File: src/rtl/ahb_apb_bridge_param_if.sv
// Bus bundle for the AHB-Lite to APB bridge.
//   AHB side : htrans, hwrite, hreadyin, haddr, hwdata -> bridge
//              hreadyout, hresp, hrdata                 <- bridge
//   APB side : pselx, penable, pwrite, paddr, pwdata    <- bridge
//              prdata (slave k at [k*DW +: DW]), pready, pslverr -> bridge
// Modports:
//   slave  : the bridge's view (AHB slave, APB requester)
//   master : the environment's view (AHB manager plus APB completers)
interface ahb_apb_bridge_param_if #(
  parameter int unsigned AW      = 32,
  parameter int unsigned DW      = 32,
  parameter int unsigned NUM_SLV = 3
);
  logic [1:0]            htrans;
  logic                  hwrite;
  logic                  hreadyin;
  logic [AW-1:0]         haddr;
  logic [DW-1:0]         hwdata;
  logic                  hreadyout;
  logic [1:0]            hresp;
  logic [DW-1:0]         hrdata;
  logic [NUM_SLV-1:0]    pselx;
  logic                  penable;
  logic                  pwrite;
  logic [AW-1:0]         paddr;
  logic [DW-1:0]         pwdata;
  logic [NUM_SLV*DW-1:0] prdata;
  logic [NUM_SLV-1:0]    pready;
  logic [NUM_SLV-1:0]    pslverr;

  modport slave (
    input  htrans, hwrite, hreadyin, haddr, hwdata, prdata, pready, pslverr,
    output hreadyout, hresp, hrdata, pselx, penable, pwrite, paddr, pwdata
  );

  modport master (
    output htrans, hwrite, hreadyin, haddr, hwdata, prdata, pready, pslverr,
    input  hreadyout, hresp, hrdata, pselx, penable, pwrite, paddr, pwdata
  );
endinterface

File: src/rtl/ahb_apb_bridge_param.sv
// Parametrised AHB-Lite to APB bridge with NUM_SLV APB completers.
// Supports APB wait states, slave errors, an ERROR response for unmapped
// addresses and, when built with macro AHB_APB_TIMEOUT_EN, an ACCESS timeout
// of TMO_CYC cycles that aborts the transfer with an ERROR response.
// Ports:
//   hclk   : clock, rising edge
//   hreset : asynchronous reset, active-high
//   bus    : ahb_apb_bridge_param_if.slave (AHB slave + APB requester signals)
// Slave decode: field = haddr[AW-1 -: DEC_BITS]; field 1..NUM_SLV selects slave field-1.
module ahb_apb_bridge_param #(
  parameter int unsigned AW       = 32,
  parameter int unsigned DW       = 32,
  parameter int unsigned NUM_SLV  = 3,
  parameter int unsigned DEC_BITS = 4,
  parameter int unsigned TMO_CYC  = 16
) (
  input logic                    hclk,
  input logic                    hreset,
  ahb_apb_bridge_param_if.slave  bus
);

  localparam int unsigned SW = (NUM_SLV > 1) ? $clog2(NUM_SLV) : 1;

  typedef enum logic [2:0] {
    StIdle,
    StWwait,
    StSetup,
    StAccess,
    StErr1,
    StErr2
  } state_e;

  state_e        state_q, state_d;
  logic [AW-1:0] paddr_q;
  logic          pwrite_q;
  logic [DW-1:0] pwdata_q;
  logic [DW-1:0] hrdata_q;
  logic [SW-1:0] sel_q;

  logic          load_addr, load_wdata, load_rdata;
  logic [31:0]   field_w;
  logic          mapped;
  logic [SW-1:0] dec_sel;
  logic          accept;
  logic          slv_ready, slv_err;
  logic [DW-1:0] rd_sel;
  logic [NUM_SLV-1:0] psel_onehot;

  // Address decode on the live AHB address phase
  assign field_w = 32'(bus.haddr[AW-1 -: DEC_BITS]);
  assign mapped  = (field_w >= 32'd1) && (field_w <= NUM_SLV);
  assign dec_sel = SW'(field_w - 32'd1);

  // New transfers are only taken while the bridge shows ready (IDLE or ERR2)
  assign accept = ((state_q == StIdle) || (state_q == StErr2)) &&
                  bus.hreadyin && bus.htrans[1];

  assign slv_ready = bus.pready[sel_q];
  assign slv_err   = bus.pslverr[sel_q];
  assign rd_sel    = bus.prdata[32'(sel_q) * DW +: DW];

`ifdef AHB_APB_TIMEOUT_EN
  logic [7:0] tmo_q;
  logic       tmo_hit;

  assign tmo_hit = (tmo_q == 8'(TMO_CYC - 1));

  // Cleared in SETUP so every transfer gets a fresh TMO_CYC ACCESS budget
  always_ff @(posedge hclk or posedge hreset) begin
    if (hreset) begin
      tmo_q <= '0;
    end else if (state_q == StSetup) begin
      tmo_q <= '0;
    end else if (state_q == StAccess) begin
      tmo_q <= tmo_q + 8'd1;
    end
  end
`else
  logic tmo_hit;
  assign tmo_hit = 1'b0;
`endif

  always_comb begin
    state_d    = state_q;
    load_addr  = 1'b0;
    load_wdata = 1'b0;
    load_rdata = 1'b0;
    unique case (state_q)
      StIdle, StErr2: begin
        if (accept) begin
          load_addr = 1'b1;
          if (!mapped)          state_d = StErr1;
          else if (bus.hwrite)  state_d = StWwait;
          else                  state_d = StSetup;
        end else begin
          state_d = StIdle;
        end
      end
      StWwait: begin
        load_wdata = 1'b1;
        state_d    = StSetup;
      end
      StSetup: state_d = StAccess;
      StAccess: begin
        if (slv_ready) begin
          if (slv_err) begin
            state_d = StErr1;
          end else begin
            load_rdata = !pwrite_q;
            state_d    = StIdle;
          end
        end else if (tmo_hit) begin
          state_d = StErr1;
        end
      end
      StErr1:  state_d = StErr2;
      default: state_d = StIdle;
    endcase
  end

  always_ff @(posedge hclk or posedge hreset) begin
    if (hreset) begin
      state_q  <= StIdle;
      paddr_q  <= '0;
      pwrite_q <= 1'b0;
      pwdata_q <= '0;
      hrdata_q <= '0;
      sel_q    <= '0;
    end else begin
      state_q <= state_d;
      if (load_addr) begin
        paddr_q  <= bus.haddr;
        pwrite_q <= bus.hwrite;
        sel_q    <= dec_sel;
      end
      if (load_wdata) pwdata_q <= bus.hwdata;
      if (load_rdata) hrdata_q <= rd_sel;
    end
  end

  // Select is only driven in SETUP/ACCESS, which unmapped transfers never reach
  always_comb begin
    psel_onehot = '0;
    if ((state_q == StSetup) || (state_q == StAccess)) psel_onehot[sel_q] = 1'b1;
  end

  // All AHB responses decode from the state register alone
  assign bus.hreadyout = (state_q == StIdle) || (state_q == StErr2);
  assign bus.hresp     = {1'b0, (state_q == StErr1) || (state_q == StErr2)};
  assign bus.hrdata    = hrdata_q;
  assign bus.pselx     = psel_onehot;
  assign bus.penable   = (state_q == StAccess);
  assign bus.pwrite    = pwrite_q;
  assign bus.paddr     = paddr_q;
  assign bus.pwdata    = pwdata_q;

endmodule

File: src/flat_wrapper.sv
// flat-port wrapper written by rule: the top's interface ports become plain ports
module ahb_apb_bridge_param_flat 
#(
  parameter int unsigned AW       = 32,
  parameter int unsigned DW       = 32,
  parameter int unsigned NUM_SLV  = 3,
  parameter int unsigned DEC_BITS = 4,
  parameter int unsigned TMO_CYC  = 16
)
  (hclk, hreset, bus_htrans, bus_hwrite, bus_hreadyin, bus_haddr, bus_hwdata, bus_prdata, bus_pready, bus_pslverr, bus_hreadyout, bus_hresp, bus_hrdata, bus_pselx, bus_penable, bus_pwrite, bus_paddr, bus_pwdata);
  ahb_apb_bridge_param_if #(.AW(AW), .DW(DW), .NUM_SLV(NUM_SLV)) bus_i ();
  input logic hclk;
  input logic hreset;
  input wire logic [$bits(bus_i.htrans)-1:0] bus_htrans;
  input wire logic [$bits(bus_i.hwrite)-1:0] bus_hwrite;
  input wire logic [$bits(bus_i.hreadyin)-1:0] bus_hreadyin;
  input wire logic [$bits(bus_i.haddr)-1:0] bus_haddr;
  input wire logic [$bits(bus_i.hwdata)-1:0] bus_hwdata;
  input wire logic [$bits(bus_i.prdata)-1:0] bus_prdata;
  input wire logic [$bits(bus_i.pready)-1:0] bus_pready;
  input wire logic [$bits(bus_i.pslverr)-1:0] bus_pslverr;
  output wire logic [$bits(bus_i.hreadyout)-1:0] bus_hreadyout;
  output wire logic [$bits(bus_i.hresp)-1:0] bus_hresp;
  output wire logic [$bits(bus_i.hrdata)-1:0] bus_hrdata;
  output wire logic [$bits(bus_i.pselx)-1:0] bus_pselx;
  output wire logic [$bits(bus_i.penable)-1:0] bus_penable;
  output wire logic [$bits(bus_i.pwrite)-1:0] bus_pwrite;
  output wire logic [$bits(bus_i.paddr)-1:0] bus_paddr;
  output wire logic [$bits(bus_i.pwdata)-1:0] bus_pwdata;
  assign bus_i.htrans = bus_htrans;
  assign bus_i.hwrite = bus_hwrite;
  assign bus_i.hreadyin = bus_hreadyin;
  assign bus_i.haddr = bus_haddr;
  assign bus_i.hwdata = bus_hwdata;
  assign bus_i.prdata = bus_prdata;
  assign bus_i.pready = bus_pready;
  assign bus_i.pslverr = bus_pslverr;
  assign bus_hreadyout = bus_i.hreadyout;
  assign bus_hresp = bus_i.hresp;
  assign bus_hrdata = bus_i.hrdata;
  assign bus_pselx = bus_i.pselx;
  assign bus_penable = bus_i.penable;
  assign bus_pwrite = bus_i.pwrite;
  assign bus_paddr = bus_i.paddr;
  assign bus_pwdata = bus_i.pwdata;
  ahb_apb_bridge_param #(.AW(AW), .DW(DW), .NUM_SLV(NUM_SLV), .DEC_BITS(DEC_BITS), .TMO_CYC(TMO_CYC)) u_core (.hclk(hclk), .hreset(hreset), .bus(bus_i));
endmodule
File: config.mk
export PLATFORM = sky130hd
export DESIGN_NAME = ahb_apb_bridge_param_flat
export DESIGN_NICKNAME = d
export VERILOG_FILES = /design/src/rtl/ahb_apb_bridge_param_if.sv /design/src/rtl/ahb_apb_bridge_param.sv /design/src/flat_wrapper.sv
export SDC_FILE = /design/constraint.sdc
export NUM_CORES = 1
export LEC_CHECK = 0
export CORE_ASPECT_RATIO = 1.4
export CORE_MARGIN = 2
export CORE_UTILIZATION = 41
export CTS_CLUSTER_DIAMETER = 30
export DETAILED_ROUTE_END_ITERATION = 8
export PLACE_DENSITY = 0.89
export SLEW_MARGIN = 20
export SYNTH_ARGS = -nofsm -noshare
export SYNTH_HDL_FRONTEND = slang
export SYNTH_SLANG_ARGS = --single-unit
File: constraint.sdc
create_clock -name hclk -period 5 [get_ports hclk]
set_input_delay 1 -clock hclk [delete_from_list [all_inputs] [get_ports hclk]]
set_output_delay 1 -clock hclk [all_outputs]
set_load 0.02 [all_outputs]
# --- Word-level counts from Yosys, hierarchy flattened ---
# Index checks and enable logic that the tools add are counted.
word_totals:
  regBits: 102
  in_bits: 172
  out_inout_bits: 104
  wordCells: 47
classes:
  addsub: 1
  n_lt_le_gt_ge: 4
  n_eq_ne: 6
  shifts: 1
  muxes: 19
  n_reduce_logical: 10
ops:
  columns: ["cell", "n"]
  rows:
  - ["variable part select 96 x 8 -> 32 bit", 1]
  - ["two-way mux 3 bit", 5]
  - ["one-hot mux 3 bit (5 select lines)", 1]
  - ["two-way mux 1 bit", 9]
  - ["equality test 3 x 2 -> 1 bit (second input constant)", 2]
  - ["equality test 3 bit (second input constant)", 2]
  - ["binary-select mux 1 bit (select 2 bit)", 2]
  - [">= comparator 4 x 1 -> 1 bit (second input constant)", 1]
  - ["less-or-equal comparator 4 x 2 -> 1 bit (second input constant)", 1]
  - ["logical AND 1 bit", 4]
  - ["equality test 3 x 1 -> 1 bit (second input constant)", 1]
  - ["logical NOT 3 bit", 1]
  - ["logical OR 1 bit", 3]
  - ["< comparator 2 x 3 -> 1 bit (second input constant)", 1]
  - ["demux 1 bit (select 2 bit)", 1]
  - [">= comparator 2 x 1 -> 1 bit (second input constant)", 1]
  - ["two-way mux 2 bit", 1]
  - ["inequality test 2 x 1 -> 1 bit (second input constant)", 1]
  - ["OR reduction 2 bit", 1]
  - ["subtractor 2 x 1 -> 2 bit (second input constant)", 1]
  - ["logical NOT 1 bit", 1]

# --- Depth between registers and ports, before layout ---
# Gate-level depths: netlist of the first run.
logic_depth:
  word_depth: 6
  depth_mapped: 6
  ltp_nobuf: 6

# --- Worst setup path after synthesis of the first run ---
# OpenSTA, ideal clock, no wires.
synth_timing:
  path_kind: "input to register"
  from: "input port bus_pslverr[2]"
  to: "register u_core.hrdata_q[0] (netlist: u_core.bus.hrdata[0])"
  setup_ps: 125
  t_arrival_ps: 2169
  t_required_ps: 4875
  setup_slack_ps: 2706
  cell_stages: 5
  path_buffers: 1
  path_cell_list: "mux2i_1 > o2bb2ai_1 > nor4b_4 > buf_6 > mux2_2"
synth_via:
  elab_chain_len: 5
synth_lines:
  columns: ["element", "line", "text"]
  rows:
  - ["from (decl)", "flat_wrapper.sv:21", "input wire logic [$bits(bus_i.pslverr)-1:0] bus_pslverr;"]
  - ["binary-select mux 1 bit (select 2 bit)", "ahb_apb_bridge_param.sv:59", "assign slv_err = bus.pslverr[sel_q];"]
  - ["two-way mux 1 bit (not written as such)", "ahb_apb_bridge_param.sv:59", null]
  - ["two-way mux 1 bit", "ahb_apb_bridge_param.sv:106", "if (slv_err) begin"]
  - ["two-way mux 1 bit", "ahb_apb_bridge_param.sv:105", "if (slv_ready) begin"]
  - ["two-way mux 1 bit", "ahb_apb_bridge_param.sv:88", "unique case (state_q)"]
  - ["to (signal assigned)", "ahb_apb_bridge_param.sv:137", "if (load_rdata) hrdata_q <= rd_sel;"]
  - ["to (decl)", "ahb_apb_bridge_param.sv:37", "logic [DW-1:0] hrdata_q;"]
# Every way passes these cells. The select of a mux whose other input is x is not followed.
# A chain may end at the register's enable or synchronous reset.

# --- Worst setup path after layout of the first run ---
layout_timing:
  from: "register u_core.sel_q[1]"
  to: "output port bus_pselx[2]"
layout_via:
  elab_chain_len: 5
  word_cells_on_any_way: 6
  cone_classes: "order compare (2); mux (3); reduce/logical (1)"
layout_lines:
  columns: ["element", "line", "text"]
  rows:
  - ["from (decl)", "ahb_apb_bridge_param.sv:38", "logic [SW-1:0] sel_q;"]
  - ["from (signal assigned)", "ahb_apb_bridge_param.sv:134", "sel_q <= dec_sel;"]
  - ["< comparator 2 x 3 -> 1 bit (not written as such) or >= comparator 2 x 1 -> 1 bit (tied branches)", "ahb_apb_bridge_param.sv:144", "if ((state_q == StSetup) || (state_q == StAccess)) psel_onehot[sel_q] = 1'b1;"]
  - ["logical AND 1 bit (not written as such)", "ahb_apb_bridge_param.sv:144", null]
  - ["two-way mux 1 bit (not written as such)", "ahb_apb_bridge_param.sv:144", null]
  - ["demux 1 bit (select 2 bit) (*)", null, null]
  - ["two-way mux 3 bit (*)", "ahb_apb_bridge_param.sv:144", null]
  - ["to (decl)", "flat_wrapper.sv:25", "output wire logic [$bits(bus_i.pselx)-1:0] bus_pselx;"]
# Every way passes the cells marked *; elsewhere a longest branch is shown, timed or not.

==> run summary, run 1 <==
CTS buffer count -> 9
Simple-Gate Fraction of Synth Area -> 5.71%
Critical Path, Cell by Cell -> buf_4 > nor3b_1 > clkdlybuf4s50_1
max-slew violations -> 0
drt wl/cell -> 17.1 µm
Post-Place Cells -> 763
path depth of the worst reg2reg path -> 6
Synth area leaders -> dfrtp_1 54%, mux2_2 23%, mux2i_1 7.3%
Hold Crit Start -> u_core.bus.hrdata[30]
clock skew -> 12.4 ps
CP peak stage delay -> 640 ps
diode count -> 0
Top delay family on crit path -> buffers and inverters
peak supply drop -> 399 µV
GRT overflow -> 0
postcts setup bufs -> 0
detailed-route via count -> 3818
placed cell areas -> 7520 µm²
Hold Crit Depth -> 1
# H-tree levels -> 3
MaxCap Viol Count -> 0
Worst-Margin Slew -> 923 ps
gpl congestion -> 0.707
#FFs+latches synth -> 102
GRT Util Overall -> 20.8%
Synth cell types -> 31
Leak -> 3.29 nW
asr flop ratio synth -> 100%
min-delay worst type -> reg2reg
Mapped Cells -> 365
Cell Pwr Density -> 590 nW/µm²
Die X -> 94.4 µm
layout cells sized above 1 -> 19.7%
combinational family with the most area after synthesis -> multiplexers
fin cells -> 779
outcome -> completed
Initial Utilization -> 41.8%
post-route cell area -> 7800 µm²
Worst R2R End -> u_core.bus.hrdata[6]
largest net degree at the start of global routing -> 77
Startpoint Class -> register
Sink Count -> 102
mean area per synthesized cell -> 12.8 µm²
Synth Area in XOR/XNOR -> 0.187%
post-route antenna net violation count -> 0
final hold violations -> 0
die area -> 12300 µm²
post-synthesis net count -> 539
TritonCTS clock tree -> built
# DRC -> 0
PostCTS Resize Cnt -> 0
fraction of synthesized area in multiplexers -> 30.6%
sequential area share after synthesis -> 54.4%
vias in the first global route -> 4034
cts hold-fix bufs -> 0
Warnings, synthesis -> 0
Fin Hold WS -> 490 ps
post-route total power -> 4.60 mW
cell taking the most area after synthesis -> dfrtp_1
initial DRC count -> 67
most common flop cell mapped by yosys -> dfrtp_1
DPL Wire Length -> 10400 µm
setup_tns -> 0 ps
Hold Path Sink -> u_core.bus.hrdata[30]
post-route setup slack -> 1890 ps
Avg Vias per Cell -> 4.90
core area -> 11200 µm²
Max Buffers Root-to-Sink -> 2
Max stage delay cell, worst path -> clkdlybuf4s50_1
Max Fanout on Critical Path -> 37
Max Fclk -> 0.322 GHz
Worst slew margin -> 38.5%
area growth from synthesis to layout -> 66.4%
first-pass GRT wire length -> 19800 µm
Util after Layout -> 69.5%
Synth Cell Area -> 4690 µm²
share of the synthesized area in the top cell type -> 54.4%
PortBufs -> 273
CTS clk-pin slew, worst paths -> 70 ps
Setup Slack @ Placement -> 2070 ps
worst reg-to-reg setup slack -> 2510 ps
Worst EP required -> 4000 ps
Tmin final -> 3110 ps
critical path class -> reg2out
Final Setup Violations -> 0
RSZ-0062 raised after global routing -> no
CP endpoint kind -> primary output
CP Buf/Inv Count -> 2
critical path arrival -> 2110 ps
EDFF count, synth -> 0
antenna violations before repair -> 0
Compound-Gate Fraction of Synth Area -> 4.99%
reg-to-reg startpoint -> u_core.sel_q[1]
Nets -> 804
CTS root buffer -> clkbuf_16
Final period util -> 62.2%
Post-Synth Adder-Cell Area -> 0.534%
Die Y-Extent -> 131 µm
Placement Rows -> 46
Fill cells -> 840
DRT Pass-1 Iters -> 4
worst skew pair latency -> 340 ps
Post-Route WL -> 13300 µm
IO Pins -> 276
## layout by cell type, fill, tap and decap left out, types with 2 or more instances in the layout
master / count
clkinvlp_4: 2
mux2_2: 96
and2_1: 2
dfrtp_1: 101
clkdlybuf4s50_1: 273
nand3_1: 2
nand2_1: 36
a21oi_1: 2
nor2_1: 6
ha_1: 2
mux2i_1: 34
clkbuf_16: 9
nand2b_1: 3
inv_6: 2
inv_1: 3
o21ai_0: 32
buf_4: 7
## kinds of logic after synthesis
kind of cell,Yosys count
adders and majority gates,2
other,1
and+or+nand+nor,57
xor gates and xnor gates,1
buffers and inverters,30
DFF,102
AOI/OAI and AO/OA,41
muxes,131
## synthesized netlist by cell type (all sizes together), types with 2 or more instances
master / number
dfrtp: 102
mux2: 97
nand2: 36
mux2i: 34
o21ai: 32
buf: 19
clkbuf: 7
nor2: 6
inv: 4
nand2b: 3
a21oi: 2
and2: 2
ha: 2
nand3: 2
nor2b: 2
nor3: 2
nor3b: 2
## final cells by class
| cell class | count | area, µm² | share of cell area, % |
|---|---|---|---|
| clock buffers | 10 | 229 | 2.93 |
| multi-input cells | 233 | 1980 | 25.4 |
| well taps | 144 | 180 | 2.31 |
| clock inverters | 6 | 52.6 | 0.674 |
| repair buffers | 280 | 2790 | 35.7 |
| flip-flops and latches | 102 | 2550 | 32.7 |
| inverters | 4 | 17.5 | 0.225 |
## where the power goes
| part | internal (mW) | switching [mW] |
|---|---|---|
| clock network | 0.346 | 0.308 |
| registers | 1.22 | 0.221 |
| logic | 1.32 | 1.19 |
| total | 2.88 | 1.72 |
## worst reg2reg max path, delay by kind of cell (launching register included)
kind	cells	cell delay (ps)
AOI/OAI and AO/OA	1	160
DFF	1	370
muxes	2	700
buffers and inverters	2	890
and+or+nand+nor	1	270
## how the worst max path moves through the flow
stage                                from               endpoint  slack (ps)  cells after the start
after CTS                 u_core.sel_q[1]           bus_pselx[2]        1870                      3
after global placement     bus_pslverr[2]  u_core.bus.hrdata[27]        2130                      6
after floorplan                    hreset   u_core.bus.hrdata[0]        1320                      1
after detailed placement    bus_pready[2]  u_core.bus.hrdata[10]        2070                      6
after global routing      u_core.sel_q[1]           bus_pselx[2]        1790                      3
final                     u_core.sel_q[1]           bus_pselx[2]        1890                      3
## metal layers
layer  GRT usage [%]  share of wire (%)
met2            37.5                 52
met4            7.16                2.0
met1            22.0                 35
met3            8.31                 12
met5               0                  0
## flip-flops by register name (all words and copies together), names as in the netlist
name	count
u_core.bus.hrdata	32
u_core.bus.pwdata	32
u_core.bus.pwrite	1
u_core.sel_q	2
u_core.state_q	3
u_core.bus.paddr	32
Power figures use the tool's default switching activity.
==> inputs of run 2 (changes only) <==
Settings changed: CORE_UTILIZATION 41 to 34, PLACE_DENSITY 0.89 to 0.79.
Clock period 5 ns to 2.8 ns, I/O delays scaled along.
==> run summary, run 2 (same netlist as run 1, synthesis figures left out) <==
Initial Utilization -> 34.9%
post-route total power -> 8.48 mW
fin cells -> 820
Worst slew margin -> 53.7%
Worst EP required -> 2240 ps
layout cells sized above 1 -> 20.1%
DPL Wire Length -> 10900 µm
max-slew violations -> 0
Max Fanout on Critical Path -> 7
post-route antenna net violation count -> 0
detailed-route via count -> 3875
Worst-Margin Slew -> 692 ps
# H-tree levels -> 3
TritonCTS clock tree -> built
Placement Rows -> 50
Fill cells -> 1123
die area -> 14800 µm²
postcts setup bufs -> 0
CTS buffer count -> 9
Die Y-Extent -> 143 µm
CTS root buffer -> clkbuf_16
commonest cells after routing, fill and taps aside -> 273 x clkdlybuf4s50_1, 101 x dfrtp_1, 96 x mux2_2
critical path class -> reg2out
reg-to-reg startpoint -> u_core.sel_q[1]
Max Fclk -> 0.399 GHz
Leak -> 3.34 nW
RSZ-0062 raised after global routing -> no
MaxCap Viol Count -> 0
Final Setup Violations -> 0
Cell Pwr Density -> 1070 nW/µm²
PortBufs -> 273
Post-Place Cells -> 805
IO Pins -> 276
gpl congestion -> 0.807
Avg Vias per Cell -> 4.73
commonest non-fill, non-tap cell in the layout -> clkdlybuf4s50_1
final hold violations -> 0
core area -> 13500 µm²
diode count -> 0
setup_tns -> 0 ps
DRT Pass-1 Iters -> 4
Util after Layout -> 59.2%
clock skew -> 8.07 ps
Tmin final -> 2510 ps
GRT Util Overall -> 17.8%
Nets -> 808
critical path arrival -> 1950 ps
largest net degree at the start of global routing -> 53
antenna violations before repair -> 0
Post-Route WL -> 13500 µm
min-delay worst type -> reg2reg
PostCTS Resize Cnt -> 0
Final period util -> 89.5%
worst reg-to-reg setup slack -> 610 ps
path depth of the worst reg2reg path -> 6
vias in the first global route -> 4189
# DRC -> 0
peak supply drop -> 579 µV
Die X -> 103 µm
CTS clk-pin slew, worst paths -> 60 ps
GRT overflow -> 0
Sink Count -> 102
Worst R2R End -> u_core.bus.hrdata[8]
area growth from synthesis to layout -> 69.8%
CP endpoint kind -> primary output
crit path from -> u_core.sel_q[1]
initial DRC count -> 83
CP endpoint -> bus_pselx[1]
first-pass GRT wire length -> 20100 µm
outcome -> completed
drt wl/cell -> 16.5 µm
worst skew pair latency -> 340 ps
cts hold-fix bufs -> 0
Max Buffers Root-to-Sink -> 2
Startpoint Class -> register
[run 2: cell count changes in the layout (fill, tap and decap cells not counted), sizes merged]
cell    delta
buf        +4
clkinv     -1
bufinv     +3
inv        -3
[run 2: worst min path at each step]
stage | startpoint | end | depth (start not counted)
global placement | u_core.bus.hrdata[30] | u_core.bus.hrdata[30] | 1
finish | u_core.bus.hrdata[30] | u_core.bus.hrdata[30] | 1
global route | u_core.bus.paddr[20] | u_core.bus.paddr[20] | 1
CTS | u_core.bus.hrdata[30] | u_core.bus.hrdata[30] | 1
detailed placement | u_core.bus.hrdata[30] | u_core.bus.hrdata[30] | 1
floorplan | u_core.state_q[1] | u_core.state_q[2] | 2
[run 2: through the flow]
stage | worst slack [ps] | hold slack, ps | cell area, µm²
final | 294 | 487 | 7960
after global routing | 172 | 517 | 7960
after CTS | 265 | 494 | 7960
after detailed placement | 276 | 479 | 7620
after global placement | 316 | 467 | 7620
after floorplan | 815 | 569 | 4690
[run 2: power by group]
group          switching, mW  leakage (nW)  internal, mW
Sequential             0.415          1.25          2.17
Combinational           2.11          1.93          2.38
Clock                  0.529         0.159         0.872
[run 2: layout make-up]
class / instances / area [µm²] / area share, %
repair buffers: 284 / 2840 / 35.7
multi-input cells: 233 / 1980 / 24.9
clock inverters: 5 / 106 / 1.34
well taps: 182 / 228 / 2.86
flip-flops and latches: 102 / 2550 / 32.1
inverters: 4 / 18.8 / 0.236
clock buffers: 10 / 229 / 2.88
[run 2: routing by layer]
layer  track usage [%]  vias to the layer above  wire [µm]
li1                  -                     1810          -
met1              18.1                     1841       4660
met2              32.8                      198       7090
met3              6.02                       26       1440
met4              6.72                        0        344
met5                 0                        -          0
[run 2: worst max-delay path, stage by stage (launching register included)]
cell and delay, ps:
dfrtp_2 470, nor2b_2 330, and2_1 190, clkdlybuf4s50_1 620
==> inputs of run 3 (changes only) <==
Settings changed: CTS_CLUSTER_DIAMETER 30 to not set.
==> results of run 3 <==
No change in the layout: final DEF, timing and power equal those of run 2.
